<file path="config.mk">
export PLATFORM = sky130hd
export DESIGN_NAME = cic_decimator_flat
export DESIGN_NICKNAME = d
export VERILOG_FILES = /design/src/rtl/cic_decimator_if.sv /design/src/rtl/cic_decimator.sv /design/src/flat_wrapper.sv
export SDC_FILE = /design/constraint.sdc
export NUM_CORES = 1
export LEC_CHECK = 0
export ABC_AREA = 1
export BUFFER_PORTS_ARGS = -buffer_cell sky130_fd_sc_hd__clkbuf_2
export CAP_MARGIN = 40
export CORE_MARGIN = 8
export CORE_UTILIZATION = 60
export DETAILED_ROUTE_END_ITERATION = 10
export PLACE_DENSITY = 0.82
export SLEW_MARGIN = 5
export SYNTH_ARGS = -nofsm -noshare
export SYNTH_HDL_FRONTEND = slang
export SYNTH_SLANG_ARGS = --single-unit
</file>
<file path="constraint.sdc">
create_clock -name clk -period 18.08 [get_ports clk]
set_input_delay 5.424 -clock clk [delete_from_list [all_inputs] [get_ports clk]]
set_output_delay 5.424 -clock clk [all_outputs]
set_load 0.01 [all_outputs]
</file>
<file path="src/rtl/cic_decimator_if.sv">
// Sample stream bundle between the CIC decimator and its neighbours in the DFE chain.
// The master drives the input samples and ratio controls. The slave returns the decimated samples.
interface cic_decimator_if #(
  parameter int unsigned DATA_WIDTH = 16,
  parameter int unsigned SEL_WIDTH  = 3
);
  logic                  valid_in;
  logic                  bypass;
  logic [SEL_WIDTH-1:0]  dec_log2;
  logic [DATA_WIDTH-1:0] filter_in;
  logic [DATA_WIDTH-1:0] filter_out;
  logic                  valid_out;

  modport master (
    output valid_in, bypass, dec_log2, filter_in,
    input  filter_out, valid_out
  );

  modport slave (
    input  valid_in, bypass, dec_log2, filter_in,
    output filter_out, valid_out
  );
endinterface

</file>
<file path="src/rtl/cic_decimator.sv">
// N-stage CIC decimator with a power-of-two ratio and a differential delay of 1.
// Gain is normalised by a rounding arithmetic shift, so the DC gain is exactly 1.
module cic_decimator #(
  parameter int unsigned DATA_WIDTH = 16,
  parameter int unsigned DATA_FRAC  = 15,
  parameter int unsigned N_STAGE    = 5,
  parameter int unsigned LOG2_RMAX  = 4
) (
  input  logic           clk,
  input  logic           rst,
  cic_decimator_if.slave bus
);
  localparam int unsigned ACC_WIDTH = DATA_WIDTH + N_STAGE * LOG2_RMAX;
  localparam int unsigned SEL_WIDTH = $clog2(LOG2_RMAX + 1);
  localparam int unsigned SHIFT_W   = $clog2(N_STAGE * LOG2_RMAX + 1);

  typedef logic signed [ACC_WIDTH-1:0] acc_t;

  if (DATA_FRAC >= DATA_WIDTH) begin : g_frac_check
    $error("DATA_FRAC must leave at least one integer bit");
  end

  logic [SEL_WIDTH-1:0]  dec_log2_q, dec_log2_d;
  logic [LOG2_RMAX-1:0]  cnt_q, cnt_d;
  acc_t                  integ_q [N_STAGE];
  acc_t                  integ_d [N_STAGE];
  acc_t                  dly_q   [N_STAGE];
  acc_t                  dly_d   [N_STAGE];
  logic [DATA_WIDTH-1:0] filter_out_q, filter_out_d;
  logic                  valid_out_q, valid_out_d;

  logic [SEL_WIDTH-1:0]  ratio_sel_c;
  logic [LOG2_RMAX-1:0]  cnt_last_c;
  logic [SHIFT_W-1:0]    shift_c;
  logic                  flush_c;
  logic                  strobe_c;
  acc_t                  integ_new_c [N_STAGE];
  acc_t                  comb_c      [N_STAGE+1];
  acc_t                  round_c;

  // Ratio decode: clamp out-of-range selections to the maximum ratio.
  always_comb begin
    ratio_sel_c = (dec_log2_q > SEL_WIDTH'(LOG2_RMAX)) ? SEL_WIDTH'(LOG2_RMAX) : dec_log2_q;
    cnt_last_c  = LOG2_RMAX'((32'd1 << ratio_sel_c) - 32'd1);
    shift_c     = SHIFT_W'(N_STAGE * ratio_sel_c);
    flush_c     = (bus.dec_log2 != dec_log2_q);
    strobe_c    = bus.valid_in & ~bus.bypass & ~flush_c & (cnt_q == cnt_last_c);
  end

  // Non-pipelined integrator cascade, comb cascade and rounding. All sums wrap modulo 2^ACC_WIDTH.
  always_comb begin
    integ_new_c[0] = integ_q[0] + ACC_WIDTH'($signed(bus.filter_in));
    for (int k = 1; k < N_STAGE; k++) begin
      integ_new_c[k] = integ_q[k] + integ_new_c[k-1];
    end
    comb_c[0] = integ_new_c[N_STAGE-1];
    for (int k = 0; k < N_STAGE; k++) begin
      comb_c[k+1] = comb_c[k] - dly_q[k];
    end
    round_c = comb_c[N_STAGE];
    if (shift_c != '0) begin
      round_c = comb_c[N_STAGE] + (acc_t'(1) << (shift_c - SHIFT_W'(1)));
    end
  end

  // Next state: bypass and ratio flush both return the filter to a clean zero state.
  always_comb begin
    dec_log2_d   = bus.dec_log2;
    cnt_d        = cnt_q;
    integ_d      = integ_q;
    dly_d        = dly_q;
    filter_out_d = filter_out_q;
    valid_out_d  = 1'b0;

    if (bus.bypass) begin
      cnt_d        = '0;
      for (int k = 0; k < N_STAGE; k++) begin
        integ_d[k] = '0;
        dly_d[k]   = '0;
      end
      filter_out_d = bus.filter_in;
      valid_out_d  = bus.valid_in;
    end else if (flush_c) begin
      cnt_d = '0;
      for (int k = 0; k < N_STAGE; k++) begin
        integ_d[k] = '0;
        dly_d[k]   = '0;
      end
    end else if (bus.valid_in) begin
      integ_d = integ_new_c;
      if (strobe_c) begin
        cnt_d        = '0;
        for (int k = 0; k < N_STAGE; k++) begin
          dly_d[k] = comb_c[k];
        end
        filter_out_d = DATA_WIDTH'(round_c >>> shift_c);
        valid_out_d  = 1'b1;
      end else begin
        cnt_d = cnt_q + LOG2_RMAX'(1);
      end
    end
  end

  always_ff @(posedge clk or posedge rst) begin
    if (rst) begin
      dec_log2_q   <= '0;
      cnt_q        <= '0;
      filter_out_q <= '0;
      valid_out_q  <= 1'b0;
      for (int k = 0; k < N_STAGE; k++) begin
        integ_q[k] <= '0;
        dly_q[k]   <= '0;
      end
    end else begin
      dec_log2_q   <= dec_log2_d;
      cnt_q        <= cnt_d;
      filter_out_q <= filter_out_d;
      valid_out_q  <= valid_out_d;
      for (int k = 0; k < N_STAGE; k++) begin
        integ_q[k] <= integ_d[k];
        dly_q[k]   <= dly_d[k];
      end
    end
  end

  assign bus.filter_out = filter_out_q;
  assign bus.valid_out  = valid_out_q;
endmodule

</file>
<file path="src/flat_wrapper.sv">
// flat-port wrapper written by rule: the top's interface ports become plain ports
module cic_decimator_flat 
#(
  parameter int unsigned DATA_WIDTH = 16,
  parameter int unsigned DATA_FRAC  = 15,
  parameter int unsigned N_STAGE    = 5,
  parameter int unsigned LOG2_RMAX  = 4
)
  (clk, rst, bus_valid_in, bus_bypass, bus_dec_log2, bus_filter_in, bus_filter_out, bus_valid_out);
  cic_decimator_if #(.DATA_WIDTH(DATA_WIDTH), .SEL_WIDTH(3)) bus_i ();
  input  logic clk;
  input  logic rst;
  input wire logic [$bits(bus_i.valid_in)-1:0] bus_valid_in;
  input wire logic [$bits(bus_i.bypass)-1:0] bus_bypass;
  input wire logic [$bits(bus_i.dec_log2)-1:0] bus_dec_log2;
  input wire logic [$bits(bus_i.filter_in)-1:0] bus_filter_in;
  output wire logic [$bits(bus_i.filter_out)-1:0] bus_filter_out;
  output wire logic [$bits(bus_i.valid_out)-1:0] bus_valid_out;
  assign bus_i.valid_in = bus_valid_in;
  assign bus_i.bypass = bus_bypass;
  assign bus_i.dec_log2 = bus_dec_log2;
  assign bus_i.filter_in = bus_filter_in;
  assign bus_filter_out = bus_i.filter_out;
  assign bus_valid_out = bus_i.valid_out;
  cic_decimator #(.DATA_WIDTH(DATA_WIDTH), .DATA_FRAC(DATA_FRAC), .N_STAGE(N_STAGE), .LOG2_RMAX(LOG2_RMAX)) u_core (.clk(clk), .rst(rst), .bus(bus_i));
endmodule
</file>
==> flow_summary.toml, run 1 <==
[logic_synthesis]
synth_top_area_share_pct = 28.3
yosys_warnings = 0
ys_seq_area_share_pct = 28.3
asyncSetResetFlopFracSynth_pct = 100
netlist_area_mm2 = 0.0340
netlist_instances = 4571
yosysTopAreaCell = "dfrtp_1"
ys_types = 69
ys_top_cells_by_area = "dfrtp_1, ha_1, nand2_1, a21oi_1, inv_1"
synth_area_per_cell_um2 = 7.43
ys.flop_type = "dfrtp_1"
synth_seq_cells = 384
synth-edff-count = 0

[floorplan]
initial_utilization_pct = 60.5
die-height_um = 254
fp.dieW_um = 254
ios = 40
std_cell_rows = 87

[clock_network]
numCtsBuffers = 45
htreeDepth = 2
cts_sinks = 384
ctsHoldBuffers = 0
cts_max_path_buffers = 3
cts_root_buf = "clkbuf_16"

[global_routing]
grt_max_degree = 175
grt_usage_pct = 88.6
overflow = 2169

[placement]
gp_congestion = 0.965
port_buffers = 39
dpl.hpwl_mm = 73.8

[outcome]
stop_error = "[ERROR GRT-0232] Routing congestion too high. Check the congestion heatmap in the GUI."
stop_stage = "global routing"
status = "did not finish"
## what timing repair did
action	4_1_cts
endpoints found under the setup margin	17
buffers inserted	133
pin swaps	282
gates resized for setup	503
## cell usage after synthesis (4+ instances only)
| cell type | instances |
|---|---|
| nand2_1 | 983 |
| inv_1 | 540 |
| a21oi_1 | 470 |
| ha_1 | 401 |
| dfrtp_1 | 384 |
| o21ai_0 | 375 |
| nor2_1 | 217 |
| xor2_1 | 212 |
| nand3_1 | 199 |
| xnor2_1 | 131 |
| a22o_1 | 114 |
| clkbuf_1 | 102 |
| o22ai_1 | 61 |
| o21ai_1 | 51 |
| a31oi_1 | 40 |
| nand4_1 | 22 |
| a21o_1 | 21 |
| o21ai_2 | 20 |
| a21boi_1 | 18 |
| o211ai_1 | 17 |
| or2_2 | 14 |
| nand2_2 | 12 |
| nor3_1 | 12 |
| o21bai_1 | 12 |
| fa_1 | 11 |
| o21a_1 | 9 |
| and2_1 | 8 |
| o2111ai_1 | 8 |
| a211oi_1 | 6 |
| a221oi_1 | 6 |
| nand3b_1 | 6 |
| nor2_2 | 6 |
| o31ai_1 | 6 |
| a21boi_0 | 5 |
| a21boi_2 | 5 |
| buf_2 | 5 |
| buf_1 | 4 |
| clkbuf_4 | 4 |
| nand3_2 | 4 |
| or2_1 | 4 |
## routing by layer
metal | GRT usage (%) | overflow
met2 | 101 | 1222
met1 | 83.4 | 184
met5 | 65.3 | 14
met3 | 80.8 | 178
met4 | 93.6 | 571
## cell families after synthesis
| logic type | count (synthesis) | synth area share [%] |
|---|---|---|
| AOI/OAI and AO/OA | 1265 | 21.7 |
| adders and majority gates | 412 | 15.4 |
| xor gates and xnor gates | 343 | 8.84 |
| DFF | 384 | 28.3 |
| and+or+nand+nor | 1499 | 18.2 |
| muxes | 2 | 0.0589 |
| other | 1 | 0.0110 |
| buffers and inverters | 665 | 7.55 |
## per-stage QoR
step	setup TNS [ps]	instances	utilization, %	area, um^2	setup WS, ps
2_1_floorplan	0	4589	-	34100	2.18
3_3_place_gp	-22520	6136	73.6	41300	-1530
3_5_place_dp	-29270	6144	74.0	41500	-1890
4_1_cts	-2520	6353	82.2	46200	-278
==> inputs of run 2 (changes only) <==
Settings changed: CORE_UTILIZATION 60 to 40, PLACE_DENSITY 0.82 to unset, PLACE_DENSITY_LB_ADDON set to 0.15.
==> run 2 against run 1 <==
Compared with the run above: the flow now finishes, with violations (setup timing); synthesized area unchanged; synthesized cell count unchanged.
==> flow_summary.toml, run 2 <==
[outcome]
violations = "setup timing"
status = "finished with violations"

[setup_path]
slowest_delay_ps = 420
path_buf_inv = 14
critPathSlowestCell = "fa_2"
critPathKind = "in -> reg"
cp-end-kind = "flop"
critical_path_arrival_ps = 19050
cp_max_fo = 4
r2r_cells = 87
required_ps = 18560
cp_top_family = "adder cells"
crit_cells = 88
worstSetupStartpointType = "input pin"
r2r_slack_ps = 3980

[timing]
relSlewSlack_pct = 44.6
skew_ps = 24.8
min_period_ps = 18570
fin_ws_ps = -488
fin_hold_ws_ps = 476
max_freq_ghz = 0.0539
final_hold_viol_count = 0
min_period_over_period_pct = 103
slew_violations = 0
tightest_slew_ps = 831
setup_viol = 16
rsz0062_at_grt = "yes"

[drt]
drtPass1Iterations = 6
wl_met2_mm = 55.8
finalWirelength_mm = 111
drt_iter0_drc = 1613
m1WireLength_mm = 48.2
top_layer = "met4"
wl_met3_mm = 2.86
drc = 0
vias = 35521
antenna_left = 0
viasPerCell = 5.07
routedWlPerCell_um = 15.8

[global_routing]
grt_max_degree = 95
grt_usage_pct = 21.8
overflow = 0
grt_pass1_wl_mm = 175
grt_pass1_vias = 35378
antenna_found_initial = 0

[logic_synthesis]
yosys_warnings = 0
ys_seq_area_share_pct = 28.3
netlist_instances = 4571
synth_seq_cells = 384
ys_top_cells_by_area = "dfrtp_1, ha_1, nand2_1, a21oi_1, inv_1"
yosysMostFrequentCell = "nand2_1"
synth_area_per_cell_um2 = 7.43
synth_commonest_cells = "nand2_1, inv_1, a21oi_1"
yosysTopAreaCell = "dfrtp_1"
asyncSetResetFlopFracSynth_pct = 100
netlist_area_mm2 = 0.0340
ys.flop_type = "dfrtp_1"
synth-edff-count = 0
ys_types = 69
synth_top_area_share_pct = 28.3

[clock_network]
cts_tree = "yes"
clk_pin_slew_ps = 60
cts_root_buf = "clkbuf_16"
cts_sinks = 384
ctsHoldBuffers = 0
htreeDepth = 2
cts_max_path_buffers = 3
numCtsBuffers = 50
clock_latency_ps = 610

[floorplan]
initial_utilization_pct = 40.1
core_mm2 = 0.0847
die-height_um = 307
die_area_mm2 = 0.0945
fp.dieW_um = 307
ios = 40
std_cell_rows = 107

[final_layout]
drive_gt1_share_pct = 38.4
fill_cells = 7161
diodes = 0
final_cell_mix = "buf_4, nand2_1, inv_1"
layout_commonest_cell = "buf_4"
nNetsFinal = 6253
syn_to_final_growth_pct = 54.2

[placement]
gp_congestion = 0.907
place_ws_ps = -2010
dpl.hpwl_mm = 76.9
port_buffers = 39

[flow_run]
maxCapViolCount = 0

[hold_path]
hold_class = "reg -> reg"
worstHoldPathCells = 2
==> run 2: path summary, 6_finish.rpt <==
kind                                                from                         to
min in group asynchronous                            rst  u_core.bus.filter_out[11]
worst min-delay path            u_core.bus.filter_out[4]   u_core.bus.filter_out[4]
worst max-delay path                    bus_filter_in[0]   u_core.bus.filter_out[3]
max in group asynchronous                            rst          u_core.dly_q[140]
worst min register to register  u_core.bus.filter_out[4]   u_core.bus.filter_out[4]
worst max register to register       u_core.integ_q[144]   u_core.bus.filter_out[3]
==> run 2: area by class of cell <==
class,instances,area (um^2),share of cell area (%)
repair buffers,1299,9910,18.9
well taps,1144,1430,2.73
clock inverters,24,275,0.525
flip-flops and latches,384,9610,18.3
clock buffers,67,1440,2.74
multi-input cells,3540,27700,52.8
inverters,543,2050,3.92
==> run 2: worst min-delay path, cell delays in order, from the launching register on <==
cell	delay, ps
dfrtp_1	340
nand2_1	50
nand2_1	50
==> run 2: stage by stage <==
stage | TNS, ps | utilization (%) | instance area, um^2 | cells
finish | -6310 | 61.8 | 52400 | 7001
global route | -17100 | 61.8 | 52400 | 7001
CTS | -1870 | 57.1 | 48400 | 6919
detailed placement | -31950 | 51.1 | 43300 | 6703
global placement | -29040 | 50.9 | 43100 | 6696
floorplan | 0 | - | 34100 | 4589
==> run 2: logic make-up after synthesis <==
family          after synthesis  synth area share [%]
other cells                   1                0.0110
buf+inv                     665                  7.55
flops                       384                  28.3
fa+ha+maj                   412                  15.4
compound gates             1265                  21.7
simple gates               1499                  18.2
xor+xnor                    343                  8.84
mux                           2                0.0589
==> run 2: routing by layer <==
layer	track usage, %	vias up
li1	-	17899
met1	27.6	16913
met2	39.0	511
met3	1.86	198
met4	6.95	0
met5	0	-
==> run 2: repair_timing <==
action / 4_1_cts / 5_1_grt
buffers inserted: 131 / 85
gates resized for setup: 503 / 584
setup endpoints to repair: 17 / 17
gates cloned: 0 / 0
pin swaps: 270 / 368
Power of run 2 is not shown: default switching activity piles up to over one toggle a cycle in this logic, so the estimate is an artifact.
==> inputs of run 3 (changes only) <==
Settings changed: ABC_AREA 1 to unset, CORE_MARGIN 8 to unset, PLACE_DENSITY_LB_ADDON 0.15 to 0.2.
==> run 3 against run 2 <==
Compared with the run above: the run ends with DRC, setup timing left; sequential share of layout area rose by 0.65 points; via count fell by 0.13%; final cell count fell by 4.1%; clock skew fell by 7.7 ps; register-to-register slack got worse by 770 ps; hold slack improved by 23 ps; critical path type unchanged; critical endpoint is now u_core.bus.filter_out[1]; largest cell class unchanged.
==> flow_summary.toml, run 3 <==
[outcome]
status = "finished with violations"
violations = "DRC, setup timing"

[logic_synthesis]
ys.flop_type = "dfrtp_1"
yosys_warnings = 0
asyncSetResetFlopFracSynth_pct = 100
synth_commonest_cells = "nor2_1, ha_1, dfrtp_1"
netlist_area_mm2 = 0.0358
synth_top_area_share_pct = 26.8
ys_types = 92
ys_seq_area_share_pct = 26.8
synth-edff-count = 0
synth_area_per_cell_um2 = 8.27
yosysTopAreaCell = "dfrtp_1"
netlist_instances = 4335
synth_seq_cells = 384
ys_top_cells_by_area = "dfrtp_1, ha_1, xnor2_1, a21oi_1, mux2i_1"
yosysMostFrequentCell = "nor2_1"

[clock_network]
clock_latency_ps = 610
htreeDepth = 2
cts_max_path_buffers = 3
numCtsBuffers = 50
clk_pin_slew_ps = 60
cts_sinks = 384
cts_tree = "yes"
ctsHoldBuffers = 0
cts_root_buf = "clkbuf_16"

[setup_path]
critPathKind = "in -> reg"
worstSetupStartpointType = "input pin"
critical_path_arrival_ps = 19780
r2r_cells = 85
critPathSlowestCell = "or4_4"
cp-end-kind = "flop"
crit_cells = 86
path_buf_inv = 10
required_ps = 18540
cp_top_family = "compound AO/OA/AOI/OAI gates"
cp_max_fo = 5
slowest_delay_ps = 430

[global_routing]
grt_pass1_vias = 35170
overflow = 0
grt_usage_pct = 23.4
grt_max_degree = 215
antenna_found_initial = 0
grt_pass1_wl_mm = 176

[timing]
min_period_ps = 19330
skew_ps = 17.1
relSlewSlack_pct = 32.4
fin_ws_ps = -1250
tightest_slew_ps = 1010
setup_viol = 16
max_freq_ghz = 0.0517
rsz0062_at_grt = "yes"
final_hold_viol_count = 0
slew_violations = 0
min_period_over_period_pct = 107
setup_tns_ps = -19090

[placement]
port_buffers = 39
gp_congestion = 0.903
dpl.hpwl_mm = 79.2

[floorplan]
ios = 40
core_mm2 = 0.0885
initial_utilization_pct = 40.5
die_area_mm2 = 0.0908
fp.dieW_um = 301
die-height_um = 301
std_cell_rows = 109

[final_layout]
syn_to_final_growth_pct = 41.1
nNetsFinal = 5944
final_cell_mix = "buf_4, nor2_1, dfrtp_1"
drive_gt1_share_pct = 31.9
layout_commonest_cell = "buf_4"
diodes = 0

[drt]
drc = 2
vias = 35475
routedWlPerCell_um = 16.2
viasPerCell = 5.29
finalWirelength_mm = 109
antenna_left = 0
drtPass1Iterations = 8
drt_iter0_drc = 1841

[hold_path]
worstHoldPathCells = 2
hold_class = "reg -> reg"

[flow_run]
maxCapViolCount = 0
[run 3: changes by cell type after synthesis, sizes merged, moves of 164 or more]
| cell | delta |
|---|---|
| o21ai | -231 |
| inv | -228 |
| nor2 | +212 |
| mux2i | +164 |
| nand2 | -635 |
| o31ai | +170 |
[run 3: area by class of cell]
cell class                      instances  area (um^2)
Fill cell                            7904        37900
Multi-Input combinational cell       3494        27000
Timing Repair Buffer                 1265         9610
Sequential cell                       384         9610
Clock buffer                           73         1490
Tap cell                             1165         1460
Inverter                              314         1190
Clock inverter                         16          191
[run 3: worst paths after layout]
kind | from | end | slack [ps]
max | bus_filter_in[0] | u_core.bus.filter_out[1] | -1250
min | u_core.dly_q[156] | u_core.dly_q[156] | 500
max reg2reg | u_core.integ_q[144] | u_core.bus.filter_out[1] | 3210
min reg2reg | u_core.dly_q[156] | u_core.dly_q[156] | 500
max in group asynchronous | rst | u_core.integ_q[67] | 11410
min in group asynchronous | rst | u_core.bus.filter_out[2] | 4970
[run 3: cell families (layout without fill, tap and decap cells)]
kind of cell	count (synthesis)	in the layout	synth area share, %
compound gates	1327	1327	24.7
xor+xnor	358	358	8.89
fa+ha+maj	412	412	14.6
buf+inv	475	1668	4.98
flops	384	384	26.8
mux	171	171	4.82
other cells	1	19	0.0105
simple gates	1207	1207	15.2
[run 3: per-layer routing]
metal  track usage, %  vias to the layer above  routed length, um
li1                 -                    17872                  -
met1             30.3                    16972              49800
met2             41.2                      470              53200
met3             2.08                      161               2980
met4             6.73                        0               2820
met5                0                        -                  0
[run 3: tightest hold or removal path: stages (launching register included)]
cell	delay, ps
dfrtp_1	340
nand3_1	60
o21ai_0	70
[run 3: what timing repair did]
action | 4_1_cts | 5_1_grt
pin swaps | 180 | 143
setup endpoints to repair | 20 | 22
buffers inserted | 77 | 49
gates resized for setup | 256 | 210
[run 3: per-stage QoR]
step	instances	utilization [%]	instance area [um^2]	setup WS, ps	hold WS [ps]
2_1_floorplan	4353	-	36000	-1290	466
3_5_place_dp	6501	51.5	45500	-2730	485
5_1_grt	6711	57.2	50600	-2080	542
4_1_cts	6665	55.5	49200	-1180	502
6_report	6711	57.2	50600	-1250	500
3_3_place_gp	6494	51.2	45400	-2620	484
Power of run 3 is left out for the same reason.
